`src/rtl/regfile_mp.sv`:
```
// Multi-port register file with power-on clear sequencer and a syscall
// capture port that snapshots the V0/A0 registers on a rising syscall edge.
module regfile_mp #(
   parameter int DATA_W = 32,
   parameter int NREGS  = 32,
   parameter int NRD    = 2,
   parameter int BYPASS = 1,
   parameter int V0_IDX = 2,
   parameter int A0_IDX = 4,
   localparam int ADDR_W = $clog2(NREGS)
) (
   input  logic                  clk,
   input  logic                  reset,
   input  logic [NRD*ADDR_W-1:0] rd_addr,
   output logic [NRD*DATA_W-1:0] rd_data,
   input  logic                  wr0_en,
   input  logic [ADDR_W-1:0]     wr0_addr,
   input  logic [DATA_W-1:0]     wr0_data,
   input  logic                  wr1_en,
   input  logic [ADDR_W-1:0]     wr1_addr,
   input  logic [DATA_W-1:0]     wr1_data,
   output logic                  ready,
   input  logic                  syscall,
   output logic                  sys_valid,
   output logic [DATA_W-1:0]     sys_code,
   output logic [DATA_W-1:0]     sys_arg,
   input  logic                  sys_ready,
   output logic                  sys_overrun
);

   typedef enum logic {S_INIT, S_RUN} state_t;

   state_t              state_q, state_d;
   logic [ADDR_W-1:0]   cnt_q, cnt_d;
   logic [DATA_W-1:0]   regs_q [NREGS];
   logic [DATA_W-1:0]   regs_d [NREGS];
   logic                sys_prev_q;
   logic                sys_valid_q, sys_valid_d;
   logic [DATA_W-1:0]   sys_code_q, sys_code_d;
   logic [DATA_W-1:0]   sys_arg_q, sys_arg_d;
   logic                sys_overrun_q, sys_overrun_d;
   logic                sys_edge;

   assign sys_edge = syscall & ~sys_prev_q;

   always_comb begin
      state_d       = state_q;
      cnt_d         = cnt_q;
      regs_d        = regs_q;
      sys_valid_d   = sys_valid_q;
      sys_code_d    = sys_code_q;
      sys_arg_d     = sys_arg_q;
      sys_overrun_d = 1'b0;
      case (state_q)
         S_INIT: begin
            regs_d[cnt_q] = '0;
            cnt_d         = cnt_q + 1'b1;
            if (cnt_q == ADDR_W'(NREGS - 1)) state_d = S_RUN;
         end
         default: begin
            // wr1 is applied last so it wins a same-address collision
            if (wr0_en && wr0_addr != '0) regs_d[wr0_addr] = wr0_data;
            if (wr1_en && wr1_addr != '0) regs_d[wr1_addr] = wr1_data;
            // capture uses stored (pre-write) values, never the bypass path
            if (sys_edge && (!sys_valid_q || sys_ready)) begin
               sys_valid_d = 1'b1;
               sys_code_d  = regs_q[V0_IDX];
               sys_arg_d   = regs_q[A0_IDX];
            end else begin
               if (sys_edge) sys_overrun_d = 1'b1;
               if (sys_valid_q && sys_ready) sys_valid_d = 1'b0;
            end
         end
      endcase
   end

   always_ff @(posedge clk) begin
      if (reset) begin
         state_q       <= S_INIT;
         cnt_q         <= '0;
         sys_prev_q    <= 1'b0;
         sys_valid_q   <= 1'b0;
         sys_code_q    <= '0;
         sys_arg_q     <= '0;
         sys_overrun_q <= 1'b0;
      end else begin
         state_q       <= state_d;
         cnt_q         <= cnt_d;
         regs_q        <= regs_d;
         sys_prev_q    <= syscall;
         sys_valid_q   <= sys_valid_d;
         sys_code_q    <= sys_code_d;
         sys_arg_q     <= sys_arg_d;
         sys_overrun_q <= sys_overrun_d;
      end
   end

   always_comb begin
      logic [ADDR_W-1:0] a;
      logic [DATA_W-1:0] v;
      rd_data = '0;
      a       = '0;
      v       = '0;
      for (int unsigned i = 0; i < NRD; i++) begin
         a = rd_addr[i*ADDR_W +: ADDR_W];
         v = regs_q[a];
         if (BYPASS != 0) begin
            if (wr0_en && wr0_addr == a) v = wr0_data;
            if (wr1_en && wr1_addr == a) v = wr1_data;
         end
         if (state_q != S_RUN || a == '0) v = '0;
         rd_data[i*DATA_W +: DATA_W] = v;
      end
   end

   assign ready       = (state_q == S_RUN);
   assign sys_valid   = sys_valid_q;
   assign sys_code    = sys_code_q;
   assign sys_arg     = sys_arg_q;
   assign sys_overrun = sys_overrun_q;

endmodule

```
`config.mk`:
```
export PLATFORM = sky130hd
export DESIGN_NAME = regfile_mp
export DESIGN_NICKNAME = d
export VERILOG_FILES = /design/src/rtl/regfile_mp.sv
export SDC_FILE = /design/constraint.sdc
export NUM_CORES = 2
export LEC_CHECK = 0
export BUFFER_PORTS_ARGS = -buffer_cell sky130_fd_sc_hd__buf_4
export CORE_ASPECT_RATIO = 0.75
export CORE_MARGIN = 2
export CORE_UTILIZATION = 35
export DETAILED_ROUTE_END_ITERATION = 8
export PLACE_DENSITY = 0.52
export SLEW_MARGIN = 20
export SYNTH_ARGS = -nofsm -noshare
export SYNTH_HDL_FRONTEND = slang
export SYNTH_SLANG_ARGS = --single-unit
```
`constraint.sdc`:
```
create_clock -name clk -period 22.4 [get_ports clk]
set_clock_uncertainty 0.15 [all_clocks]
set_input_delay 2.24 -clock clk [delete_from_list [all_inputs] [get_ports clk]]
set_output_delay 2.24 -clock clk [all_outputs]
set_load 0.05 [all_outputs]
```
# Word level (Yosys, flattened, before mapping)
# Cells that the tools add are included.
# Widths: inputs -> output; s select.
classes:
  eq_ne: 5
  n_bitwise: 10
  reduce_logical: 23
  muxes: 29
  order_cmp: 8
  add_sub_neg: 1
op_table:
  columns: ["op", "n"]
  rows:
  - ["$mux 1024", 4]
  - ["$bwmux 1024", 2]
  - ["$and 1024x1024->1024", 1]
  - ["$not 1024->1024", 1]
  - ["$demux 32 s5", 3]
  - ["$mux 32", 13]
  - ["$bmux 32 s5", 2]
  - ["$ge 6x6->1 const B", 5]
  - ["$not 5->6", 5]
  - ["$eq 5x5->1", 4]
  - ["$lt 6x1->1 const B", 3]
  - ["$logic_and 1x1->1", 11]
  - ["$logic_not 5->1", 2]
  - ["$reduce_bool 5->1", 2]
  - ["$add 5x1->5 const B", 1]
  - ["$eq 5x5->1 const B", 1]
  - ["$mux 1", 5]
  - ["$reduce_and 2->1", 2]
  - ["$logic_or 1x1->1", 3]
  - ["$reduce_or 3->1", 1]
  - ["$not 1->1", 2]
  - ["$reduce_bool 2->1", 1]
  - ["$and 1x1->1", 1]
  - ["$logic_not 1->1", 1]
word_totals:
  register_bits: 1097
  output_inout_bits: 131
  wordCells: 115
  input_bits: 90

# Depth between registers and ports, before layout
depth:
  depth_word: 11
  ltp_mapped: 9
  depth_no_buf: 6

# Least setup slack after synthesis
# Ideal clock, no wire load.
synth_timing:
  path_type: "input-to-reg"
  from: "in reset"
  to: "reg regs_q[0] (netlist name) (enable)"
  t_arrival_ns: 22.040
  path_stages: 2
  path_slack_ns: -1.146
  n_path_buf: 1
  required_time_ns: 20.894
  setup_ns: 1.356
  path_cell_list: "clkbuf_1 -> inv_1"
synth_rtl:
  columns: ["item", "line_no", "rtl"]
  rows:
  - ["start: declaration", "13", "input logic reset,"]
  - ["end signal: assignment", "89", "regs_q <= regs_d;"]
  - ["end: declaration", "35", "logic [DATA_W-1:0] regs_q [NREGS];"]
# No word-level cell between the ends.

# Final worst setup path
layout_timing:
  from: "in rd_addr[5]"
  to: "out rd_data[36]"
layout_via:
  elab_chain_cells: 7
  word_cells_on_any_way: 13
  classes_between: "2 x eq/ne; 6 x mux; 1 x bitwise; 4 x reduce/logical"
layout_rtl:
  columns: ["item", "line_no", "rtl"]
  rows:
  - ["start: declaration", "14", "input logic [NRD*ADDR_W-1:0] rd_addr,"]
  - ["$not 5->6 (not written as such)", "106", "v = regs_q[a];"]
  - ["$bmux 32 s5", "106", null]
  - ["$mux 32 (not written as such) (2 in a row)", "106", null]
  - ["$mux 32", "108", "if (wr0_en && wr0_addr == a) v = wr0_data;"]
  - ["$mux 32", "109", "if (wr1_en && wr1_addr == a) v = wr1_data;"]
  - ["$mux 32 *", "111", "if (state_q != S_RUN || a == '0) v = '0;"]
  - ["end: declaration", "15", "output logic [NRD*DATA_W-1:0] rd_data,"]
# Every way passes the cells marked *; elsewhere a longest branch is shown, timed or not. The select of a mux whose other input is x is not followed.

==> results.toml <==
[logic_synthesis]
synth_xor_area_share_pct = 0.244
synth_nets = 7828
synth_compound_area_share_pct = 19.9
syn_area_um2 = 82700
synth_top_area_share_pct = 37.2
yosys.area_share.simple_pct = 8.14
syn_inst = 7733
async_flop_share_pct = 0
yosysUniqueCellTypes = 64
synthTopCellsByArea = "edfxtp_1, mux4_2, mux2i_1"
yosys_warnings = 0
synth_edf_count = 1024
synth-seq-cells = 1097
avgSynthCellArea_um2 = 10.7
yosys.area.top_type = "edfxtp_1"
synth-adder-area-share_pct = 0.0756
ys.flop_type = "edfxtp_1"
yosysMostFrequentCell = "edfxtp_1"
seq_area_frac_synth_pct = 38.9
synthTopCellsByCount = "edfxtp_1, mux2i_1, a22o_1"
synth_mux_area_share_pct = 27.5
synth_top_family_by_area = "multiplexers"

[floorplan]
die_h_um = 425
placement_rows = 154
dieArea_um2 = 240000
start_util_pct = 35.2
core_area_um2 = 235000
die_w_um = 565
io_pins = 221

[clock_tree]
insertion_delay_ps = 840
clock_path_buffers = 4
cts_tree = "built"
ctsHoldBuffers = 0
htreeDepth = 4
cts_resized = 0
cts_root_buf = "clkbuf_16"
cts_setup_buffers = 0
cts.sinks = 1097
path_clk_slew_ps = 60
cts_buffers = 139

[timing]
fmax_ghz = 0.110
rsz0062_at_grt = "no"
drv_slew = 0
setup_violations = 0
worst_slew_pin_slew_ps = 1240
finalWorstPathRequiredPeriod_ps = 9070
slew_headroom_pct = 17.0
fin_crit_sh_pct = 40.5
fin_setup_tns_ps = 0
hold_viol = 0

[flow_run]
maxCapViolCount = 0

[drt]
wl_mm = 376
antenna_left = 0
dr.pass1.iters = 7
drcViolationCount = 0
vias = 71741
drtIter0Drc = 11799
routedWlPerCell_um = 36.0
vias_per_cell = 6.87

[global_routing]
antenna_found_initial = 18
grt_pass1_vias = 65872
grt_max_degree = 189
grt_pass1_wl_mm = 521
overflow = 0
track_usage_pct = 30.1

[place]
place_hpwl_mm = 211
gp_congestion = 0.866
dp_cells = 10192
portBuffers = 220

[outcome]
status = "complete, no violations"

[setup_path]
crit_type = "primary input to primary output"
critPathLaunchType = "primary input"
critPathArrivalTime_ps = 6680
crit_fanout = 82
cp-end-kind = "primary output"
r2r_setup_slack_ps = 18790
required_ps = 20010

[hold_path]
hold_class = "register to register"

[power_and_ir_drop]
power_density_nw_per_um2 = 62.2
ir_drop_uv = 56.2
p_leak_nw = 32.0
total_power_w = 0.00562

[layout]
finalNonFillerCells = 10444
final_net_count = 7311
areaGrowthSynthToFinish_pct = 9.30
drive_above_1_share_pct = 17.2
[final cells by class]
class                   instances  area [um2]
inverters                      11        47.5
multi-input cells            5594       47100
clock inverters                45         259
fillers                     22354      144000
diodes                         14        35.0
clock buffers                 190        3810
flip-flops and latches       1097       32200
well taps                    3120        3900
repair buffers                373        3010
[layer usage]
metal / vias to the layer above / global-route usage, % / share of wire, %
li1: 29193 / - / -
met1: 36306 / 42.3 / 40
met2: 5410 / 42.3 / 42
met3: 830 / 9.66 / 14
met4: 2 / 12.8 / 4.4
met5: - / 0 / 0.0029
[cells by family after synthesis]
logic type,count (synthesis)
adders and majority gates,5
and+or+nand+nor,1554
buffers and inverters,1042
DFF,1097
xor gates and xnor gates,23
muxes,1589
AOI/OAI and AO/OA,2423
[critical path: stages]
cell,delay (ps)
buf_8,380
buf_12,500
buf_4,770
buf_4,790
mux4_2,600
mux4_2,470
nand4_1,110
o221ai_1,240
buf_4,290
[final timing paths]
path                                  start     endpoint  depth (start not counted)
worst max-delay path             rd_addr[5]  rd_data[36]                          9
worst min-delay path            sys_arg[17]  sys_arg[17]                          2
worst max register to register        ready  regs_q[629]                          7
worst min register to register  sys_arg[17]  sys_arg[17]                          2
[flip-flops by register name, indices dropped and copies added (netlist names)]
name,cells
sys_overrun,1
sys_code,32
ready,1
sys_valid,1
cnt_q,5
regs_q,1024
sys_prev_q,1
sys_arg,32
[placed cells by master, fill, tap and decap left out, types with 51 or more instances in the layout]
master / Yosys / routed
a21oi_1: 714 / 698
a22o_1: 933 / 933
a22oi_1: 62 / 62
buf_4: 25 / 353
clkbuf_16: 0 / 145
dfxtp_1: 73 / 71
edfxtp_1: 1024 / 1024
mux2_2: 58 / 58
mux2i_1: 987 / 987
mux4_2: 544 / 544
nand2_1: 577 / 556
nand4_1: 100 / 100
nor2_1: 666 / 642
o21ai_0: 429 / 429
o21ai_1: 54 / 53
o31ai_1: 51 / 51
[per-stage QoR]
step	hold slack (ps)	util, %	worst slack [ps]	cell area [um2]
2_1_floorplan	377	-	3740	82700
3_3_place_gp	298	36.7	13360	86200
3_5_place_dp	298	36.7	13260	86200
4_1_cts	306	38.5	13260	90300
5_1_grt	325	38.5	13040	90400
6_report	304	38.5	13330	90400
[report_power, final]
part / total, W / internal [W] / switching (W)
clock: 0.00219 / 0.00121 / 0.000985
sequential: 0.00252 / 0.00239 / 0.000136
combinational: 0.000905 / 0.000398 / 0.000508
total: 0.00562 / 0.00399 / 0.00163
(Power assumes the default switching activity.)
